<file path="config.mk">
export PLATFORM = sky130hd
export DESIGN_NAME = lsu_mem_access
export DESIGN_NICKNAME = d
export VERILOG_FILES = /design/src/rtl/lsu_mem_access_pkg.sv /design/src/rtl/lsu_mem_access_align.sv /design/src/rtl/lsu_mem_access.sv
export SDC_FILE = /design/constraint.sdc
export NUM_CORES = 1
export LEC_CHECK = 0
export ABC_AREA = 1
export ABC_CLOCK_PERIOD_IN_PS = 3200
export BUFFER_PORTS_ARGS = -buffer_cell sky130_fd_sc_hd__buf_2
export CORE_AREA = 2 2 160 162
export CTS_CLUSTER_SIZE = 12
export DETAILED_ROUTE_END_ITERATION = 10
export DIE_AREA = 0 0 162 164
export PLACE_DENSITY = 0.75
export SYNTH_ARGS = -nofsm -noshare
export SYNTH_HDL_FRONTEND = slang
export SYNTH_SLANG_ARGS = --single-unit
</file>
<file path="constraint.sdc">
create_clock -name clk -period 3.2 [get_ports clk]
set_clock_uncertainty 0.1 [all_clocks]
set_input_delay 0.48 -clock clk [delete_from_list [all_inputs] [get_ports clk]]
set_output_delay 0.48 -clock clk [all_outputs]
set_load 0.1 [all_outputs]
</file>
<file path="src/rtl/lsu_mem_access_pkg.sv">
// lsu_mem_access_pkg: shared encodings and helpers for the load/store unit
package lsu_mem_access_pkg;
  localparam int MEM_LANES = 8;
  localparam int LSU_DATA_W = MEM_LANES * 8;
  localparam logic [1:0] LSU_SIZE_B = 2'd0;
  localparam logic [1:0] LSU_SIZE_H = 2'd1;
  localparam logic [1:0] LSU_SIZE_W = 2'd2;
  localparam logic [1:0] LSU_SIZE_D = 2'd3;
  typedef enum logic [1:0] {LSU_IDLE, LSU_REQ, LSU_WAIT, LSU_RESP} lsu_state_e;
  function automatic logic lsu_misaligned(input logic [1:0] size, input logic [2:0] off);
    return size == LSU_SIZE_H ? off[0] :
           size == LSU_SIZE_W ? |off[1:0] :
           size == LSU_SIZE_D ? |off : 1'b0;
  endfunction
endpackage

</file>
<file path="src/rtl/lsu_mem_access_align.sv">
// lsu_align: byte-lane mask, store data shift and load extract/extend
module lsu_align
  import lsu_mem_access_pkg::*;
(
  input  logic [1:0]            size_i,
  input  logic [2:0]            off_i,
  input  logic                  uns_i,
  input  logic [LSU_DATA_W-1:0] wdata_i,
  input  logic [LSU_DATA_W-1:0] rdata_i,
  output logic [MEM_LANES-1:0]  wmask_o,
  output logic [LSU_DATA_W-1:0] wdata_o,
  output logic [LSU_DATA_W-1:0] rdata_o
);
  logic [LSU_DATA_W-1:0] sh;
  assign wmask_o = size_i == LSU_SIZE_D ? 8'hFF :
                   (size_i == LSU_SIZE_W ? 8'h0F : size_i == LSU_SIZE_H ? 8'h03 : 8'h01) << off_i;
  assign wdata_o = wdata_i << {off_i, 3'b000};
  assign sh = rdata_i >> {off_i, 3'b000};
  assign rdata_o = size_i == LSU_SIZE_B ? {{56{~uns_i & sh[7]}}, sh[7:0]} :
                   size_i == LSU_SIZE_H ? {{48{~uns_i & sh[15]}}, sh[15:0]} :
                   size_i == LSU_SIZE_W ? {{32{~uns_i & sh[31]}}, sh[31:0]} : sh;
endmodule

</file>
<file path="src/rtl/lsu_mem_access.sv">
// lsu_mem_access: sequences one aligned memory transaction per EXU load/store
module lsu_mem_access
  import lsu_mem_access_pkg::*;
#(
  parameter int ADDR_W = 64,
  parameter int DATA_W = 64
) (
  input  logic              clk,
  input  logic              rst,
  input  logic              req_valid,
  output logic              req_ready,
  input  logic              req_wen,
  input  logic [1:0]        req_size,
  input  logic              req_unsigned,
  input  logic [ADDR_W-1:0] req_addr,
  input  logic [DATA_W-1:0] req_wdata,
  output logic              resp_valid,
  output logic [DATA_W-1:0] resp_rdata,
  output logic              resp_err,
  output logic              mem_valid,
  input  logic              mem_ready,
  output logic              mem_wen,
  output logic [ADDR_W-1:0] mem_addr,
  output logic [DATA_W-1:0] mem_wdata,
  output logic [7:0]        mem_wmask,
  input  logic              mem_rvalid,
  input  logic [DATA_W-1:0] mem_rdata
);
  lsu_state_e        state_q, state_d;
  logic [ADDR_W-1:0] addr_q, addr_d;
  logic [DATA_W-1:0] wdata_q, wdata_d, rdata_q, rdata_d;
  logic [1:0]        size_q, size_d;
  logic              wen_q, wen_d, uns_q, uns_d, err_q, err_d;
  logic [7:0]        wmask;
  logic [DATA_W-1:0] wdata_sh, rdata_ext;
  logic              mis;

  lsu_align u_align (
    .size_i (size_q),
    .off_i  (addr_q[2:0]),
    .uns_i  (uns_q),
    .wdata_i(wdata_q),
    .rdata_i(mem_rdata),
    .wmask_o(wmask),
    .wdata_o(wdata_sh),
    .rdata_o(rdata_ext)
  );

  assign mis        = lsu_misaligned(req_size, req_addr[2:0]);
  assign req_ready  = state_q == LSU_IDLE && !rst;
  assign resp_valid = state_q == LSU_RESP;
  assign resp_rdata = rdata_q;
  assign resp_err   = err_q;
  assign mem_valid  = state_q == LSU_REQ;
  assign mem_wen    = mem_valid & wen_q;
  assign mem_addr   = mem_valid ? {addr_q[ADDR_W-1:3], 3'b000} : '0;
  assign mem_wdata  = mem_valid ? wdata_sh : '0;
  assign mem_wmask  = mem_wen ? wmask : 8'h00;

  // next state: latch the op on accept, result captured on the memory ack
  always_comb begin
    state_d = state_q;
    addr_d  = addr_q;
    wdata_d = wdata_q;
    size_d  = size_q;
    wen_d   = wen_q;
    uns_d   = uns_q;
    err_d   = err_q;
    rdata_d = rdata_q;
    case (state_q)
      LSU_IDLE: if (req_valid) begin
        addr_d  = req_addr;
        wdata_d = req_wdata;
        size_d  = req_size;
        wen_d   = req_wen;
        uns_d   = req_unsigned;
        state_d = mis ? LSU_RESP : LSU_REQ;
        if (mis) begin
          err_d   = 1'b1;
          rdata_d = '0;
        end
      end
      LSU_REQ:  state_d = mem_ready ? LSU_WAIT : LSU_REQ;
      LSU_WAIT: if (mem_rvalid) begin
        state_d = LSU_RESP;
        err_d   = 1'b0;
        rdata_d = wen_q ? '0 : rdata_ext;
      end
      default:  state_d = LSU_IDLE;
    endcase
  end

  // state and latched op registers
  always_ff @(posedge clk) begin
    if (rst) begin
      state_q <= LSU_IDLE;
      addr_q  <= '0;
      wdata_q <= '0;
      size_q  <= '0;
      wen_q   <= 1'b0;
      uns_q   <= 1'b0;
      err_q   <= 1'b0;
      rdata_q <= '0;
    end else begin
      state_q <= state_d;
      addr_q  <= addr_d;
      wdata_q <= wdata_d;
      size_q  <= size_d;
      wen_q   <= wen_d;
      uns_q   <= uns_d;
      err_q   <= err_d;
      rdata_q <= rdata_d;
    end
  end
endmodule

</file>
==> run metrics <==
status finished, final reports clean; Setup TNS 0 ns; largest net degree at the start of global routing 210; most numerous cell in the Yosys netlist nand2_1; std cell rows 58; routability cong. 0.986; Critical Path Stages 6; Netlist Area Pre-Place 11500 um^2; Setup crit start kind flop; post-placement cell area 15000 um^2; vias in the first global route 12600; part of the cycle the worst path needs 0.951; R2R Setup Slk 0.69 ns; first-pass GRT wire length 69500 um; Worst Tran Pin Value around 1.1 ns; post-DP HPWL 34700 um; Initial Util 0.465; post-route ant nets 0; compound-gate portion of the synthesized area 0.242; GRT Total Usage 0.335; Internal approximately 5.4 mW; sequential cell area fraction in the yosys report 0.345; Worst-path clk slew 0.08 ns; CP arrival 2.46 ns; post-synthesis mux area share 0.0113; critical path's largest stage delay 0.45 ns; post-CTS resize count 0; xor and xnor fraction of the mapped netlist area 0; drt first pass iters 5; # DRC 0; gr ovfl total 0; setup bufs post-CTS 0; Worst-Skew Late Latency 0.45 ns; CTS Buf Count 17; Seq pwr share 0.277; cells after synthesis 1873; area leader, netlist dfxtp_1; antenna violations before repair 1; hold slack 0.142 ns; die area 26600 um^2; die width between 150 and 200 um; LEAKAGE roughly 7 nW; R2R Path End resp_rdata[19]$_SDFFE_PP0P_; CP Capture Type output pin; adder-cell share of the synthesized area 0.00434; finished layout cell area around 16000 um^2; worst reg2reg path depth 10; Final Core Density 0.631; Sw Ratio 0.508; Most used DFF post-synth dfxtp_1; simple-gate area share of the yosys netlist 0.292; Clk pwr share 0.215; synthesized area per cell 6.16 um^2; synth unique cells 35; mean routed wirelength per cell 18.2 um; Setup crit start state_q[0]$_SDFFE_PP0P_; Finished Layout Cells ~2500; MaxCap Viol Count 0; FMAX 329 MHz; IO Count 406; Iter 0 DRT Violations between 1000 and 1500; Seq cells post-synth 199; clk root buf clkbuf_16; setup violators final 0; Synth async-reset ratio 0; Pins Over Slew Limit 0; yosys warns 0; PwrDens about 700 nW/um^2; largest family of logic cells by synthesized area simple AND/OR/NAND/NOR gates; Buf/Inv on CP 4; top post-synthesis cells by count nand2_1 (589), nor2_1 (212), dfxtp_1 (199), a21oi_1 (178), o21ai_0 (164); Crit Path Max Fanout 67; CP max stage cell buf_2; vias ~14000; ratio of cells with drive above 1 in the final layout 0.276; Hold WC Path Type in -> reg; CTS tree done; Area Overhead vs Synth 35.7%; maximum VDD drop just over 0.4 mV; clk buf depth 2; Core Area around 25000 um^2; Layout Nets 2375; WS Path Type reg -> out; clk sink count 199; placed cells roughly 2500; area share of the largest cell type after synthesis 0.345; Logic pwr share 0.508; NetSw roughly 5.6 mW; Crit path max-delay family buffers and inverters; Worst slew margin 0.286; Die Y 164 um; worst path required time 2.62 ns; RSZ-0062 raised after global routing false; Routed Wire Length roughly 46000 um; # hold bufs at CTS 0; vias per cell 5.49; CP Cell Sequence inv_2 > nor2_4 > clkinv_2 > buf_4 > nor2_2 > buf_2; port bufs 402; Final Hold Fails 0; RR Startpoint addr_q[0]$_SDFFE_PP0P_; largest cells by area after synthesis dfxtp_1 (35%), nand2_1 (19%), a21oi_1 (7.7%); crit path to mem_addr[13]; Post-synth EDFFs 0; fin crit period 3.04 ns; H-tree levels 4
## state kept, by name, summed over array words and instances (netlist names)
name        flops
wen_q           1
addr_q         64
resp_err        1
size_q          2
state_q         2
resp_rdata     64
uns_q           1
wdata_q        64
## worst min path at each step
stage | startpoint | to | slack (ns) | cells after the start
global route | mem_ready | state_q[0]$_SDFFE_PP0P_ | 0.13 | 2
CTS | mem_ready | state_q[0]$_SDFFE_PP0P_ | 0.13 | 2
global placement | resp_rdata[62]$_SDFFE_PP0P_ | resp_rdata[62]$_SDFFE_PP0P_ | 0.35 | 2
floorplan | wdata_q[18]$_SDFFE_PP0P_ | wdata_q[18]$_SDFFE_PP0P_ | 0.34 | 2
finish | mem_ready | state_q[0]$_SDFFE_PP0P_ | 0.14 | 2
detailed placement | resp_rdata[28]$_SDFFE_PP0P_ | resp_rdata[28]$_SDFFE_PP0P_ | 0.35 | 2
## layout make-up
class,instances,area [um^2]
diodes,1,2.50
clock buffers,17,425
clock inverters,15,216
fillers,2351,9170
inverters,125,477
multi-input cells,1394,6730
flip-flops and latches,199,3990
well taps,330,413
repair buffers,433,3400
## cell usage in the layout (no fill, tap or decap), types with 5 or more instances in the layout
master	netlist	routed
o21ai_1	62	58
o22ai_2	0	6
a22oi_1	9	9
buf_2	24	330
inv_2	8	9
a21oi_2	1	6
inv_1	115	112
nand2_1	589	586
mux2i_1	13	13
o2111ai_1	7	7
buf_12	0	78
o211ai_1	32	32
nor2_4	3	5
dfxtp_1	199	195
inv_12	0	5
buf_4	15	25
nor2_1	212	118
a22o_1	14	14
o221ai_1	6	6
o22ai_1	28	22
o21ai_0	164	164
nor2_2	1	93
nand3_1	52	52
clkbuf_16	0	17
nand4_1	7	7
a21oi_1	178	171
## per-layer routing
metal | vias to the layer above | global-route usage | share of wire
met2 | 701 | 0.543 | 0.47
li1 | 6700 | - | -
met1 | 6283 | 0.409 | 0.39
met4 | 0 | 0.196 | 0.059
met5 | - | 0 | 0
met3 | 130 | 0.0758 | 0.082
## per-stage QoR
stage / worst slack, ns / power, mW
5_1_grt: 0.0364 / 11.5
6_report: 0.158 / 10.9
3_5_place_dp: 0.636 / 8.58
4_1_cts: 0.139 / 10.9
3_3_place_gp: 0.762 / 8.54
2_1_floorplan: -0.415 / 7.13
## logic make-up (layout without fill, tap and decap cells)
family | Yosys count | in the layout
compound gates | 507 | 507
fa+ha+maj | 4 | 4
buf+inv | 282 | 590
flops | 199 | 199
mux | 13 | 13
other cells | 1 | 4
simple gates | 867 | 867
## power groups by stage
stage	Sequential, mW	Combinational (mW)	Clock (mW)
finish	3.03	5.56	2.35
global route	3.07	5.94	2.47
CTS	3.03	5.52	2.38
detailed placement	3.08	5.50	0
global placement	3.07	5.47	0
floorplan	3.62	3.51	0
## worst reg2reg max path, stage by stage, from the launching register on
cell and delay (ns):
dfxtp_4 0.46, buf_12 0.39, buf_4 0.48, nand2_1 0.14
a21oi_1 0.23, nand2_1 0.07, o211ai_1 0.21, nand2_1 0.12
nand2_1 0.09, nand2_1 0.05, a21oi_1 0.12
Power figures use the tool's default switching activity.
